<file path="src/rtl/deser_align_ctrl.sv">
// rtl/deser_align_ctrl.sv - LVDS lane training sequencer: bitslip search, word-phase lock, lock monitor
module deser_align_ctrl #(
    parameter logic [23:0] TRAIN_WORD = 24'hF0A55A,
    parameter int          MATCH_CNT  = 8,
    parameter int          CHECK_LEN  = 64,
    parameter int          SETTLE_CYC = 4,
    parameter int          ERR_THRESH = 4
) (
    input  logic       clk_div,
    input  logic       rst_n,
    input  logic       train_start_i,
    input  logic       train_en_i,
    input  logic [7:0] byte_in_i,
    output logic       bitslip_o,
    output logic [1:0] word_phase_o,
    output logic       word_valid_o,
    output logic       locked_o,
    output logic       fail_o,
    output logic       busy_o,
    output logic [3:0] slip_cnt_o
);

    localparam int CYC_W = $clog2(CHECK_LEN);
    localparam int SET_W = $clog2(SETTLE_CYC);
    localparam logic [CYC_W-1:0] CYC_LAST  = CYC_W'(CHECK_LEN - 1);
    localparam logic [SET_W-1:0] SET_LAST  = SET_W'(SETTLE_CYC - 1);
    localparam logic [3:0]       MATCH_LIM = 4'(MATCH_CNT);
    localparam logic [3:0]       ERR_LAST  = 4'(ERR_THRESH - 1);
    localparam logic [3:0]       SLIP_MAX  = 4'd8;

    typedef enum logic [2:0] {
        S_IDLE, S_SETTLE, S_CHECK, S_SLIP, S_LOCKED, S_FAIL
    } state_t;

    state_t           state_q;
    logic [1:0]       ph_q;
    logic [7:0]       d1_q, d2_q;
    logic [SET_W-1:0] set_cnt_q;
    logic [CYC_W-1:0] cyc_cnt_q;
    logic [3:0]       match_cnt_q, err_cnt_q, slip_cnt_q;
    logic [1:0]       cand_q, word_phase_q;
    logic             cand_valid_q, locked_q, fail_q, bitslip_q;

    logic       match;
    logic       cand_hit;
    logic [3:0] match_cnt_d;
    logic       cand_valid_d;
    logic [1:0] cand_d;
    logic       lock_now;

    // Candidate tracking: the first match picks the phase, later matches only count at that phase.
    always_comb begin
        match        = ({d2_q, d1_q, byte_in_i} == TRAIN_WORD);
        cand_hit     = cand_valid_q && (ph_q == cand_q);
        match_cnt_d  = match_cnt_q;
        cand_valid_d = cand_valid_q;
        cand_d       = cand_q;
        if (!cand_valid_q) begin
            if (match) begin
                cand_d       = ph_q;
                cand_valid_d = 1'b1;
                match_cnt_d  = 4'd1;
            end
        end else if (cand_hit) begin
            if (match) begin
                match_cnt_d = match_cnt_q + 4'd1;
            end else begin
                match_cnt_d  = 4'd0;
                cand_valid_d = 1'b0;
            end
        end
        lock_now = (match_cnt_d == MATCH_LIM);
    end

    always_ff @(posedge clk_div or negedge rst_n) begin
        if (!rst_n) begin
            state_q      <= S_IDLE;
            ph_q         <= 2'd0;
            d1_q         <= 8'd0;
            d2_q         <= 8'd0;
            set_cnt_q    <= '0;
            cyc_cnt_q    <= '0;
            match_cnt_q  <= 4'd0;
            err_cnt_q    <= 4'd0;
            slip_cnt_q   <= 4'd0;
            cand_q       <= 2'd0;
            cand_valid_q <= 1'b0;
            word_phase_q <= 2'd0;
            locked_q     <= 1'b0;
            fail_q       <= 1'b0;
            bitslip_q    <= 1'b0;
        end else begin
            ph_q      <= (ph_q == 2'd2) ? 2'd0 : ph_q + 2'd1;
            d2_q      <= d1_q;
            d1_q      <= byte_in_i;
            bitslip_q <= 1'b0;
            if (train_start_i) begin
                state_q    <= S_SETTLE;
                set_cnt_q  <= '0;
                locked_q   <= 1'b0;
                fail_q     <= 1'b0;
                slip_cnt_q <= 4'd0;
                err_cnt_q  <= 4'd0;
            end else begin
                case (state_q)
                    S_IDLE: ;
                    S_SETTLE: begin
                        if (set_cnt_q == SET_LAST) begin
                            state_q      <= S_CHECK;
                            cyc_cnt_q    <= '0;
                            match_cnt_q  <= 4'd0;
                            cand_valid_q <= 1'b0;
                        end else begin
                            set_cnt_q <= set_cnt_q + SET_W'(1);
                        end
                    end
                    S_CHECK: begin
                        cyc_cnt_q    <= cyc_cnt_q + CYC_W'(1);
                        match_cnt_q  <= match_cnt_d;
                        cand_valid_q <= cand_valid_d;
                        cand_q       <= cand_d;
                        if (lock_now) begin
                            state_q      <= S_LOCKED;
                            locked_q     <= 1'b1;
                            word_phase_q <= cand_d;
                            err_cnt_q    <= 4'd0;
                        end else if (cyc_cnt_q == CYC_LAST) begin
                            if (slip_cnt_q == SLIP_MAX) begin
                                state_q <= S_FAIL;
                                fail_q  <= 1'b1;
                            end else begin
                                state_q    <= S_SLIP;
                                bitslip_q  <= 1'b1;
                                slip_cnt_q <= slip_cnt_q + 4'd1;
                            end
                        end
                    end
                    S_SLIP: begin
                        state_q   <= S_SETTLE;
                        set_cnt_q <= '0;
                    end
                    S_LOCKED: begin
                        if (train_en_i && (ph_q == word_phase_q)) begin
                            if (match) begin
                                err_cnt_q <= 4'd0;
                            end else if (err_cnt_q == ERR_LAST) begin
                                state_q    <= S_SETTLE;
                                set_cnt_q  <= '0;
                                locked_q   <= 1'b0;
                                slip_cnt_q <= 4'd0;
                                err_cnt_q  <= 4'd0;
                            end else begin
                                err_cnt_q <= err_cnt_q + 4'd1;
                            end
                        end
                    end
                    S_FAIL: ;
                    default: state_q <= S_IDLE;
                endcase
            end
        end
    end

    assign bitslip_o    = bitslip_q;
    assign word_phase_o = word_phase_q;
    assign word_valid_o = locked_q && (ph_q == word_phase_q);
    assign locked_o     = locked_q;
    assign fail_o       = fail_q;
    assign busy_o       = (state_q == S_SETTLE) || (state_q == S_CHECK) || (state_q == S_SLIP);
    assign slip_cnt_o   = slip_cnt_q;

endmodule

</file>
<file path="config.mk">
export PLATFORM = sky130hd
export DESIGN_NAME = deser_align_ctrl
export DESIGN_NICKNAME = d
export VERILOG_FILES = /design/src/rtl/deser_align_ctrl.sv
export SDC_FILE = /design/constraint.sdc
export NUM_CORES = 1
export LEC_CHECK = 0
export CAP_MARGIN = 10
export CORE_MARGIN = 2
export CORE_UTILIZATION = 55
export CTS_CLUSTER_DIAMETER = 80
export DETAILED_ROUTE_END_ITERATION = 10
export PLACE_DENSITY = 0.77
export RECOVER_POWER = 25
export SLEW_MARGIN = 30
export SYNTH_ARGS = -nofsm -noshare
export SYNTH_HDL_FRONTEND = slang
export SYNTH_SLANG_ARGS = --single-unit
</file>
<file path="constraint.sdc">
create_clock -name clk_div -period 6.14 [get_ports clk_div]
set_input_delay 1.228 -clock clk_div [delete_from_list [all_inputs] [get_ports clk_div]]
set_output_delay 1.228 -clock clk_div [all_outputs]
set_load 0.02 [all_outputs]
</file>
# [Yosys cells after proc, flatten, opt, wreduce, memory -nomap -nowiden]
# Index checks and enable logic that the tools add are counted.
[word_totals] latch_bits=0 register_bits=49 mem_count=0 elab_cells=132 ramBits=0 romBits=0
[classes] multipliers=0 n_reduce_logical=22 div_mod_pow=0 bitwise_logic=1 n_lt_le_gt_ge=0 add_sub_neg=6 n_eq_ne=27 n_shift=0 n_mux=61
[ops] cell="$mux W4" n=17
[ops] cell="$ne A3 B3 Y1 const B" n=9
[ops] cell="$eq A24 B24 Y1 const B" n=1
[ops] cell="$mux W3" n=8
[ops] cell="$pmux W4 S2" n=3
[ops] cell="$mux W1" n=19
[ops] cell="$mux W2" n=8
[ops] cell="$pmux W3 S5" n=1
[ops] cell="$add A4 B1 Y4 const B" n=3
[ops] cell="$pmux W6 S2" n=1
[ops] cell="$reduce_and A5 Y1" n=2
[ops] cell="$reduce_and A3 Y1" n=3
[ops] cell="$eq A4 B4 Y1 const B" n=2
[ops] cell="$reduce_bool A2 Y1" n=4
[ops] cell="$reduce_and A7 Y1" n=1
[ops] cell="$add A6 B1 Y6 const B" n=1
[ops] cell="$eq A3 B2 Y1 const B" n=2
[ops] cell="$eq A3 B3 Y1 const B" n=2
[ops] cell="$eq A6 B6 Y1 const B" n=1
[ops] cell="$mux W6" n=1
[ops] cell="$pmux W2 S3" n=1
[ops] cell="$reduce_and A6 Y1" n=1
[ops] cell="$add A2 B1 Y2 const B" n=2
[ops] cell="$eq A2 B2 Y1" n=2
[ops] cell="other kinds (16)" n=22

# [Depth between registers and ports, before layout]
# Gate-level depths: netlist (run 1).
[depth] word_depth=8 mapped_depth=9 mapped_depth_nobuf=8

# [Worst setup path after synthesis (run 1)]
# Ideal clock, no wire load.
[synth_path] kind="input port to flip-flop" start="in byte_in_i[5]" end="reg slip_cnt_q[0], in the netlist slip_cnt_o[0]" stages=8 path_slack_ps=3223 t_arrival_ps=2791 required_time_ps=6015 setup_ps=125 path_cell_list="and4bb_2 > nand4_4 > or2_0 > o21ai_2 > nand4_2 > buf_6 > a21oi_4 > mux2_4"
[synth_between] elab_chain_cells=7 elab_cells_between_ends=9
[synth_rtl] element="start, declared" line_no="13" text="input logic [7:0] byte_in_i,"
[synth_rtl] element="$eq A24 B24 Y1 (*)" line_no="53" text="match = ({d2_q, d1_q, byte_in_i} == TRAIN_WORD);"
[synth_rtl] element="$mux W4" line_no="65" text="if (match) begin"
[synth_rtl] element="$mux W4" line_no="64" text="end else if (cand_hit) begin"
[synth_rtl] element="$mux W4" line_no="58" text="if (!cand_valid_q) begin"
[synth_rtl] element="$eq A4 B4 Y1" line_no="72" text="lock_now = (match_cnt_d == MATCH_LIM);"
[synth_rtl] element="$ne A3 B3 Y1 (no line)"
[synth_rtl] element="$reduce_and A7 Y1 (no line) (*)"
[synth_rtl] element="end signal, assigned" line_no="134" text="slip_cnt_q <= slip_cnt_q + 4'd1;"
[synth_rtl] element="end, declared" line_no="40" text="logic [3:0] match_cnt_q, err_cnt_q, slip_cnt_q;"
# Every way passes the cells marked *; elsewhere a longest branch is shown, timed or not.
# A chain may end at the register's enable or synchronous reset.

# [Final worst setup path (run 1)]
[layout_path] start="in byte_in_i[5]" end="reg word_phase_q[1], in the netlist word_phase_o[1]"
[layout_between] elab_chain_cells=6 elab_cells_between_ends=9
[layout_rtl] element="$eq A24 B24 Y1 (*)" line_no="53"
[layout_rtl] element="$mux W4" line_no="65"
[layout_rtl] element="$mux W4" line_no="64"
[layout_rtl] element="$mux W4" line_no="58"
[layout_rtl] element="$eq A4 B4 Y1" line_no="72"
[layout_rtl] element="$reduce_and A3 Y1 (no line)"
[layout_rtl] element="end signal, assigned" line_no="125" text="word_phase_q <= cand_d;"
[layout_rtl] element="end, declared" line_no="41" text="logic [1:0] cand_q, word_phase_q;"
# Marked as above.

==> results of run 1 <==
[layout make-up]
type / instances / area (um^2) / area share (%)
repair buffers: 22 / 214 / 7.54
multi-input cells: 171 / 1180 / 41.6
flip-flops and latches: 49 / 1230 / 43.2
clock inverters: 1 / 30.0 / 1.06
inverters: 9 / 33.8 / 1.19
well taps: 52 / 65.1 / 2.29
clock buffers: 7 / 86.3 / 3.04
[routing by layer]
metal  vias up  part of all wire, %
met4         0                  1.8
met2        37                   43
met3        10                  3.4
met1       862                   52
li1        886                    -
met5         -                    0
[placed cells by master (no fill, tap or decap), types with 3 or more instances in the layout]
cell type / n
inv_1: 9
o21ai_0: 12
nor2b_1: 5
ha_1: 6
nand3_1: 10
nand2_1: 18
nand2b_1: 8
dfrtp_1: 49
mux2_2: 8
nor2_1: 25
and3_1: 3
a22o_1: 5
and2_1: 3
clkbuf_8: 6
clkdlybuf4s50_1: 15
dlygate4sd3_1: 6
nand3b_1: 3
and4bb_2: 3
nor3_1: 4
xor2_1: 5
a21oi_1: 7
[critical path, delay by kind of cell]
| family | cells | cell delay, ns |
|---|---|---|
| muxes | 1 | 0.32 |
| and+or+nand+nor | 5 | 1.38 |
| AOI/OAI and AO/OA | 1 | 0.21 |
| buffers and inverters | 1 | 0.55 |
[power groups by stage]
stage | registers [mW] | logic (mW) | clock network [mW]
floorplan | 0.381 | 0.0751 | 0
global placement | 0.384 | 0.113 | 0
detailed placement | 0.384 | 0.118 | 0
CTS | 0.378 | 0.118 | 0.242
global route | 0.384 | 0.132 | 0.253
finish | 0.378 | 0.115 | 0.234
[logic make-up after synthesis]
| family | after synthesis | share of synthesized area, % |
|---|---|---|
| simple gates | 98 | 22.8 |
| compound gates | 49 | 14.3 |
| fa+ha+maj | 6 | 3.03 |
| flops | 49 | 49.4 |
| xor+xnor | 7 | 2.47 |
| mux | 11 | 5.05 |
| buf+inv | 16 | 2.93 |
[worst max path at each step]
stage,start,cells after the start,endpoint
global placement,byte_in_i[6],8,word_phase_o[1]
floorplan,byte_in_i[5],8,slip_cnt_o[0]
finish,byte_in_i[5],8,word_phase_o[1]
CTS,byte_in_i[6],8,word_phase_o[1]
detailed placement,byte_in_i[6],8,word_phase_o[1]
global route,rst_n,1,err_cnt_q[2]
[cell usage after synthesis, types with 2 or more instances]
cell type / instances / share of area (%)
dfrtp_1: 49 / 49
nor2_1: 25 / 3.8
nand2_1: 18 / 2.7
o21ai_0: 12 / 2.4
nand3_1: 10 / 2.0
inv_1: 9 / 1.4
mux2_2: 8 / 3.6
nand2b_1: 8 / 2.0
a21oi_1: 7 / 1.4
ha_1: 6 / 3.0
a22o_1: 5 / 1.8
nor2b_1: 5 / 1.3
xor2_1: 5 / 1.8
clkbuf_1: 4 / 0.61
nor3_1: 4 / 0.81
and2_1: 3 / 0.76
and3_1: 3 / 0.76
and4bb_2: 3 / 1.5
nand3b_1: 3 / 0.91
a211o_1: 2 / 0.71
a21o_1: 2 / 0.61
a2bb2oi_1: 2 / 0.71
a311o_1: 2 / 0.81
a31oi_1: 2 / 0.50
mux2i_1: 2 / 0.81
nand4_1: 2 / 0.50
nand4_2: 2 / 1.0
nor3b_1: 2 / 0.61
o311ai_0: 2 / 0.71
o31ai_1: 2 / 0.61
or2_2: 2 / 0.50
xnor2_1: 2 / 0.71
[through the flow]
stage | setup WS [ns] | cell area (um^2) | instances | util (%)
4_1_cts | 2.78 | 2840 | 311 | 65.2
3_3_place_gp | 2.49 | 2720 | 303 | 62.5
5_1_grt | 2.29 | 2840 | 311 | 65.1
3_5_place_dp | 2.48 | 2720 | 303 | 62.6
2_1_floorplan | 3.22 | 2480 | 236 | -
6_report | 2.64 | 2840 | 311 | 65.1
[flip-flops by register name (all words and copies together), names as in the netlist, 2 cells and up]
signal / flops
ph_q: 2
cand_q: 2
state_q: 3
cyc_cnt_q: 6
set_cnt_q: 2
slip_cnt_o: 4
err_cnt_q: 4
d1_q: 8
word_phase_o: 2
d2_q: 8
match_cnt_q: 4
==> impl_metrics.yaml, run 1 <==
die:
  io_pins: 23
  core_area_um2: 4350
  start_util_pct: 57.0
  die_h_um: 71.2
  rows: 24
  dieArea_um2: 5060
  die_w_um: 71.2
setup_path:
  r2r-start: "ph_q[0]"
  cp-end-kind: "flip-flop"
  cp_data_arrival_time_ns: 3.69
  worstSetupPathType: "in2reg"
  cp-start-kind: "primary input"
  max_stage_delay_ns: 0.55
  regToRegEndpoint: "word_phase_o[1]"
  cp_max_fo: 11
  required_ns: 6.33
  r2r_cells: 7
  cp_cell_sequence: "dlygate4sd3_1 -> and4bb_2 -> nand4_4 -> or2_0 -> o21ai_2 -> nand4_2 -> nand2b_1 -> mux2_2"
  slowest_stage: "dlygate4sd3_1"
  r2r_slack_ns: 3.64
clock_network:
  cts_buffers: 5
  clkSinkCount: 49
  cts_resized: 0
  htree_levels: 2
  hold_buffers: 0
  cts_setup_buffers: 0
  cts.clk_slew.worst_paths_ns: 0.08
  root_buffer: "clkbuf_8"
  cts_tree: "built"
  clk_latency_ns: 0.30
  clock_path_buffers: 2
run_status:
  violations: "capacitance limit, slew limit"
  status: "complete, but fails checks"
global_route:
  overflow: 0
  grt_max_degree: 50
  grt_util_met3_pct: 4.27
  antenna_found_initial: 0
  use_met1_pct: 32.7
  met2_usage_pct: 29.8
  grt_pass1_wl_mm: 8.47
  busiest_layer: "met1"
  grt_pass1_vias: 1776
  grt_use_total_pct: 21.3
layout:
  antennaDiodeCount: 0
  nNetsFinal: 276
  drive_gt1_share_pct: 11.2
  syn2layout_area_growth_pct: 14.4
  nFillCells: 345
timing:
  hold_violations: 0
  post-route-min-period_ns: 3.50
  fin_worst_skew_ns: 0.00818
  holdWs_ns: 0.382
  max_freq_mhz: 286
  relSlewSlack_pct: -69.2
  grt_setup_unrepaired: "no"
  setup_violations: 0
  tns_ns: 0
  maxSlewViolCount: 50
  timing.final.crit_share_pct: 56.9
  tightest_slew_ns: 2.54
hold_path:
  whs_path_depth: 0
  hold_start: "d1_q[2]"
  hp-class: "reg2reg"
  min_to: "d2_q[2]"
power:
  p_comb_share_pct: 15.9
  p_leak_nw: 1.24
  clock_power_share_pct: 32.2
  p_total_uw: 728
  ir_drop_mv: 0.228
  p_per_area_nw_per_um2: 257
  internal_power_uw: 537
  seqPwrFrac_pct: 52.0
  switching_share_pct: 26.2
  power.switching_uw: 191
synthesis:
  ys_ff_latch: 49
  yosys.cell_types.count: 55
  synth_area_per_cell_um2: 10.5
  synth_enable_flop_cells: 0
  syn-num-nets: 254
  ys_seq_area_share_pct: 49.4
  synthArstFlopShare_pct: 100
  netlist_area_um2: 2480
  synthCells: 236
  yosysWarnings: 0
  ys.flop_type: "dfrtp_1"
detailed_routing:
  drt_pass1_iterations: 4
  drt_iter0_drc: 116
  viasPerCell: 5.77
  drt-total-wl_mm: 4.70
  num_vias: 1795
  wl_per_cell_um: 15.1
  drc: 0
  detail-route-antenna-nets: 0
placement:
  gp_congestion: 0.863
  io_buffer_count: 22
  hpwl_mm: 3.39
flow_run:
  cap_violations: 1
Power figures use the tool's default switching activity.
==> run 2: changes to the inputs <==
==> constraint.sdc (replaced) <==
create_clock -name clk_div -period 3.4 [get_ports clk_div]
set_input_delay 0.68 -clock clk_div [delete_from_list [all_inputs] [get_ports clk_div]]
set_output_delay 0.68 -clock clk_div [all_outputs]
set_load 0.02 [all_outputs]
==> run 2 against run 1 <==
  * The run now ends clean
  * Global-route usage shrank 0.095 points
  * Core utilization shrank 0.057 points
  * Clock skew grew 0.00099 ns
  * Via count shrank 0.11%
  * Power grew 68%
  * Register-to-register slack lost 2.8 ns
  * Count of clock-buffer cells in the layout shrank 1
  * Final area is essentially flat
  * Worst hold slack lost 0.0087 ns
  * Worst setup slack lost 2.1 ns
  * Largest cell class unchanged
==> impl_metrics.yaml, run 2 (synthesis gave the netlist of run 1 again) <==
timing:
  hold_violations: 0
  tns_ns: 0
  max_freq_mhz: 348
  tightest_slew_ns: 1.22
  setup_ws_ns: 0.529
  relSlewSlack_pct: 18.9
  holdWs_ns: 0.374
  post-route-min-period_ns: 2.87
  fin_worst_skew_ns: 0.00918
  grt_setup_unrepaired: "no"
  maxSlewViolCount: 0
  setup_violations: 0
  timing.final.crit_share_pct: 84.4
detailed_routing:
  detail-route-antenna-nets: 0
  topRoutingLayerUsed: "met4"
  dr_wl_met2_mm: 2.08
  drt_iter0_drc: 135
  drt-met1-wl_mm: 2.40
  drt-total-wl_mm: 4.74
  drt_pass1_iterations: 4
  drc: 0
  viasPerCell: 5.69
  num_vias: 1793
  wl_met3_um: 189
  wl_per_cell_um: 15.1
die:
  io_pins: 23
  start_util_pct: 57.0
  die_h_um: 71.2
  die_w_um: 71.2
  core_area_um2: 4350
  dieArea_um2: 5060
  rows: 24
layout:
  layout_commonest_cell: "dfrtp_1"
  drive_gt1_share_pct: 12.9
  reg_top3: "d1_q (8), d2_q (8), cyc_cnt_q (6)"
  layout_common_cells: "dfrtp_1, nor2_1, nand2_1"
  nNetsFinal: 280
  nFillCells: 340
  stdcell_count: 315
  syn2layout_area_growth_pct: 14.3
  antennaDiodeCount: 0
  design_area_um2: 2830
  final_util_pct: 65.1
clock_network:
  cts_resized: 0
  cts.clk_slew.worst_paths_ns: 0.08
  cts_setup_buffers: 0
  clk_latency_ns: 0.30
  htree_levels: 2
  hold_buffers: 0
  clkSinkCount: 49
  cts_tree: "built"
  clock_path_buffers: 2
  root_buffer: "clkbuf_8"
  cts_buffers: 5
power:
  ir_drop_mv: 0.226
  p_per_area_nw_per_um2: 431
  p_leak_nw: 1.25
  switching_share_pct: 28.4
  p_total_mw: 1.22
  p_comb_share_pct: 17.3
  power.switching_uw: 348
  clock_power_share_pct: 26.8
  internal_power_uw: 875
  seqPwrFrac_pct: 55.9
setup_path:
  slowest_stage: "dlygate4sd3_1"
  cp_cell_sequence: "dlygate4sd3_1 -> and4bb_2 -> nand4_4 -> or2_0 -> o21ai_2 -> nand4_2 -> nand2b_1 -> mux2_2"
  crit_family: "simple AND/OR/NAND/NOR gates"
  cp_max_fo: 11
  required_ns: 3.59
  cp-start-kind: "primary input"
  max_stage_delay_ns: 0.55
  cp-end-kind: "flip-flop"
  r2r_cells: 7
  cp_num_buf_inv: 1
  cp_data_arrival_time_ns: 3.06
  r2r_slack_ns: 0.88
  r2r-start: "ph_q[0]"
  regToRegEndpoint: "word_phase_o[0]"
  worstSetupPathType: "in2reg"
placement:
  hpwl_mm: 3.43
  io_buffer_count: 22
  dp_slack_ns: 0.317
  dp.cells: 307
  gp_congestion: 0.821
  dpl-instance-area_um2: 2750
global_route:
  grt_pass1_wl_mm: 8.37
  grt_use_total_pct: 21.2
  antenna_found_initial: 0
  grt_pass1_vias: 1749
  overflow: 0
  grt_max_degree: 50
hold_path:
  hold_start: "d1_q[4]"
  whs_path_depth: 0
  hp-class: "reg2reg"
  min_to: "d2_q[4]"
run_status:
  status: "finished clean"
flow_run:
  cap_violations: 0
run 2: power groups by stage:
stage | Combinational (mW) | Sequential (mW) | Clock [mW]
detailed placement | 0.217 | 0.693 | 0
CTS | 0.216 | 0.683 | 0.340
floorplan | 0.136 | 0.689 | 0
finish | 0.211 | 0.684 | 0.328
global route | 0.245 | 0.692 | 0.363
global placement | 0.207 | 0.693 | 0
run 2: how the worst max path moves through the flow:
stage                       from         endpoint  slack, ns  cells past startpoint
finish              byte_in_i[5]  word_phase_o[0]       0.53                      8
global route        byte_in_i[5]  word_phase_o[1]       0.37                      8
detailed placement  byte_in_i[5]    slip_cnt_o[0]       0.32                      8
global placement    byte_in_i[5]    slip_cnt_o[0]       0.36                      8
floorplan           byte_in_i[5]    slip_cnt_o[0]       1.03                      8
CTS                 byte_in_i[5]    slip_cnt_o[0]       0.64                      8
run 2: layout make-up:
cell class	count	area, um^2	share of cell area [%]
flip-flops and latches	49	1230	43.3
multi-input cells	171	1180	41.7
repair buffers	26	245	8.65
clock buffers	6	72.6	2.56
well taps	52	65.1	2.30
inverters	9	33.8	1.19
clock inverters	2	10.0	0.353
run 2: routing by layer:
layer  GRT usage, %  up-vias
met3           3.85        8
met1           32.2      851
met5              0        -
li1               -      898
met2           30.1       36
met4           8.18        0
==> run 3: changes to the inputs <==
==> constraint.sdc (replaced) <==
create_clock -name clk_div -period 2.9 [get_ports clk_div]
set_input_delay 0.58 -clock clk_div [delete_from_list [all_inputs] [get_ports clk_div]]
set_output_delay 0.58 -clock clk_div [all_outputs]
set_load 0.02 [all_outputs]
==> run 3 against run 2 <==
  * Die area is the same
  * Clock skew is essentially flat
  * Worst hold slack better by 0.0067 ns
  * Largest power group unchanged
  * Non-clock buffer count grew 2
==> impl_metrics.yaml, run 3 (synthesis gave the netlist of run 1 again) <==
run_status:
  status: "finished clean"
timing:
  grt_setup_unrepaired: "no"
  setup_violations: 0
  hold_violations: 0
  setup_ws_ns: 0.265
  tns_ns: 0
  tightest_slew_ns: 1.20
  timing.final.crit_share_pct: 90.9
  max_freq_mhz: 380
  relSlewSlack_pct: 19.8
  post-route-min-period_ns: 2.63
  maxSlewViolCount: 0
  fin_worst_skew_ns: 0.00948
layout:
  reg_top3: "d1_q (8), d2_q (8), cyc_cnt_q (6)"
  layout_commonest_cell: "dfrtp_1"
  syn2layout_area_growth_pct: 17.0
  stdcell_count: 317
  nNetsFinal: 282
  antennaDiodeCount: 0
  layout_common_cells: "dfrtp_1, nor2_1, nand2_1"
  drive_gt1_share_pct: 14.0
detailed_routing:
  wl_met3_um: 169
  drc: 0
  viasPerCell: 5.81
  drt-met1-wl_mm: 2.46
  dr_wl_met2_mm: 2.26
  drt_pass1_iterations: 5
  num_vias: 1842
  drt_iter0_drc: 95
  drt-total-wl_mm: 4.94
  wl_per_cell_um: 15.6
  topRoutingLayerUsed: "met4"
  detail-route-antenna-nets: 0
power:
  p_per_area_nw_per_um2: 565
  p_leak_nw: 1.28
  ir_drop_mv: 0.442
clock_network:
  root_buffer: "clkbuf_8"
  clkSinkCount: 49
  cts_resized: 0
  cts_buffers: 5
  clock_path_buffers: 2
  htree_levels: 2
  cts_setup_buffers: 0
  cts.clk_slew.worst_paths_ns: 0.09
  clk_latency_ns: 0.31
  cts_tree: "built"
  hold_buffers: 0
hold_path:
  hp-class: "reg2reg"
  whs_path_depth: 0
die:
  io_pins: 23
  die_w_um: 71.2
  dieArea_um2: 5060
  core_area_um2: 4350
  rows: 24
  start_util_pct: 57.0
  die_h_um: 71.2
global_route:
  grt_pass1_wl_mm: 8.63
  overflow: 0
  grt_pass1_vias: 1789
  grt_max_degree: 50
  antenna_found_initial: 0
  grt_use_total_pct: 21.8
placement:
  io_buffer_count: 22
  dp_slack_ns: 0.0522
  hpwl_mm: 3.55
  dp.cells: 309
  gp_congestion: 0.871
setup_path:
  r2r_cells: 8
  required_ns: 3.09
  cp-start-kind: "primary input"
  cp_max_fo: 8
  cp-end-kind: "flip-flop"
  worstSetupPathType: "in2reg"
  cp_data_arrival_time_ns: 2.83
flow_run:
  cap_violations: 0
[run 3: cell count changes in the layout (fill, tap and decap cells not counted), sizes merged]
cell	change
buf	+2
bufinv	+2
clkbuf	-1
clkdlybuf4s50	+1
clkinv	-2
dlygate4sd3	-1
inv	+1
[run 3: cell type report]
class	instances	area (um^2)
clock buffers	5	68.8
clock inverters	3	68.8
fillers	333	1450
inverters	9	33.8
multi-input cells	171	1180
flip-flops and latches	49	1230
well taps	52	65.1
repair buffers	28	258
[run 3: routing by layer]
layer  vias up  GRT usage, %
li1        904             -
met1       894          32.8
met2        37          31.1
met3         7          4.27
met4         0          8.39
met5         -             0
[run 3: through the flow]
stage                     cell area (um^2)  hold slack (ns)  utilization, %  power [mW]
after floorplan                       2480            0.284               -       0.967
after global placement                2770            0.356            63.5        1.05
after detailed placement              2770            0.359            63.5        1.07
after CTS                             2900            0.380            66.7        1.65
after global routing                  2900            0.408            66.6        1.72
final                                 2900            0.380            66.6        1.64
[run 3: worst paths after layout]
| path | start | to | slack, ns |
|---|---|---|---|
| setup reg to reg | ph_q[0] | slip_cnt_o[2] | 0.56 |
| hold reg to reg | d1_q[4] | d2_q[4] | 0.38 |
| max in group asynchronous | rst_n | match_cnt_q[2] | 1.58 |
| hold / removal | d1_q[4] | d2_q[4] | 0.38 |
| min in group asynchronous | rst_n | cyc_cnt_q[1] | 0.59 |
| setup / recovery | byte_in_i[0] | slip_cnt_o[2] | 0.27 |
[run 3: critical path, stage by stage]
cell           delay, ns
dlygate4sd3_1       0.55
and4b_1             0.32
nand4_4             0.16
or2_0               0.28
o21ai_2             0.18
nand4_2             0.18
buf_4               0.22
a311o_1             0.27
o41ai_1             0.07
[run 3: power breakdown]
group	switching, mW	internal [mW]
sequential	0.0605	0.742
combinational	0.135	0.116
clock	0.238	0.347
total	0.433	1.20
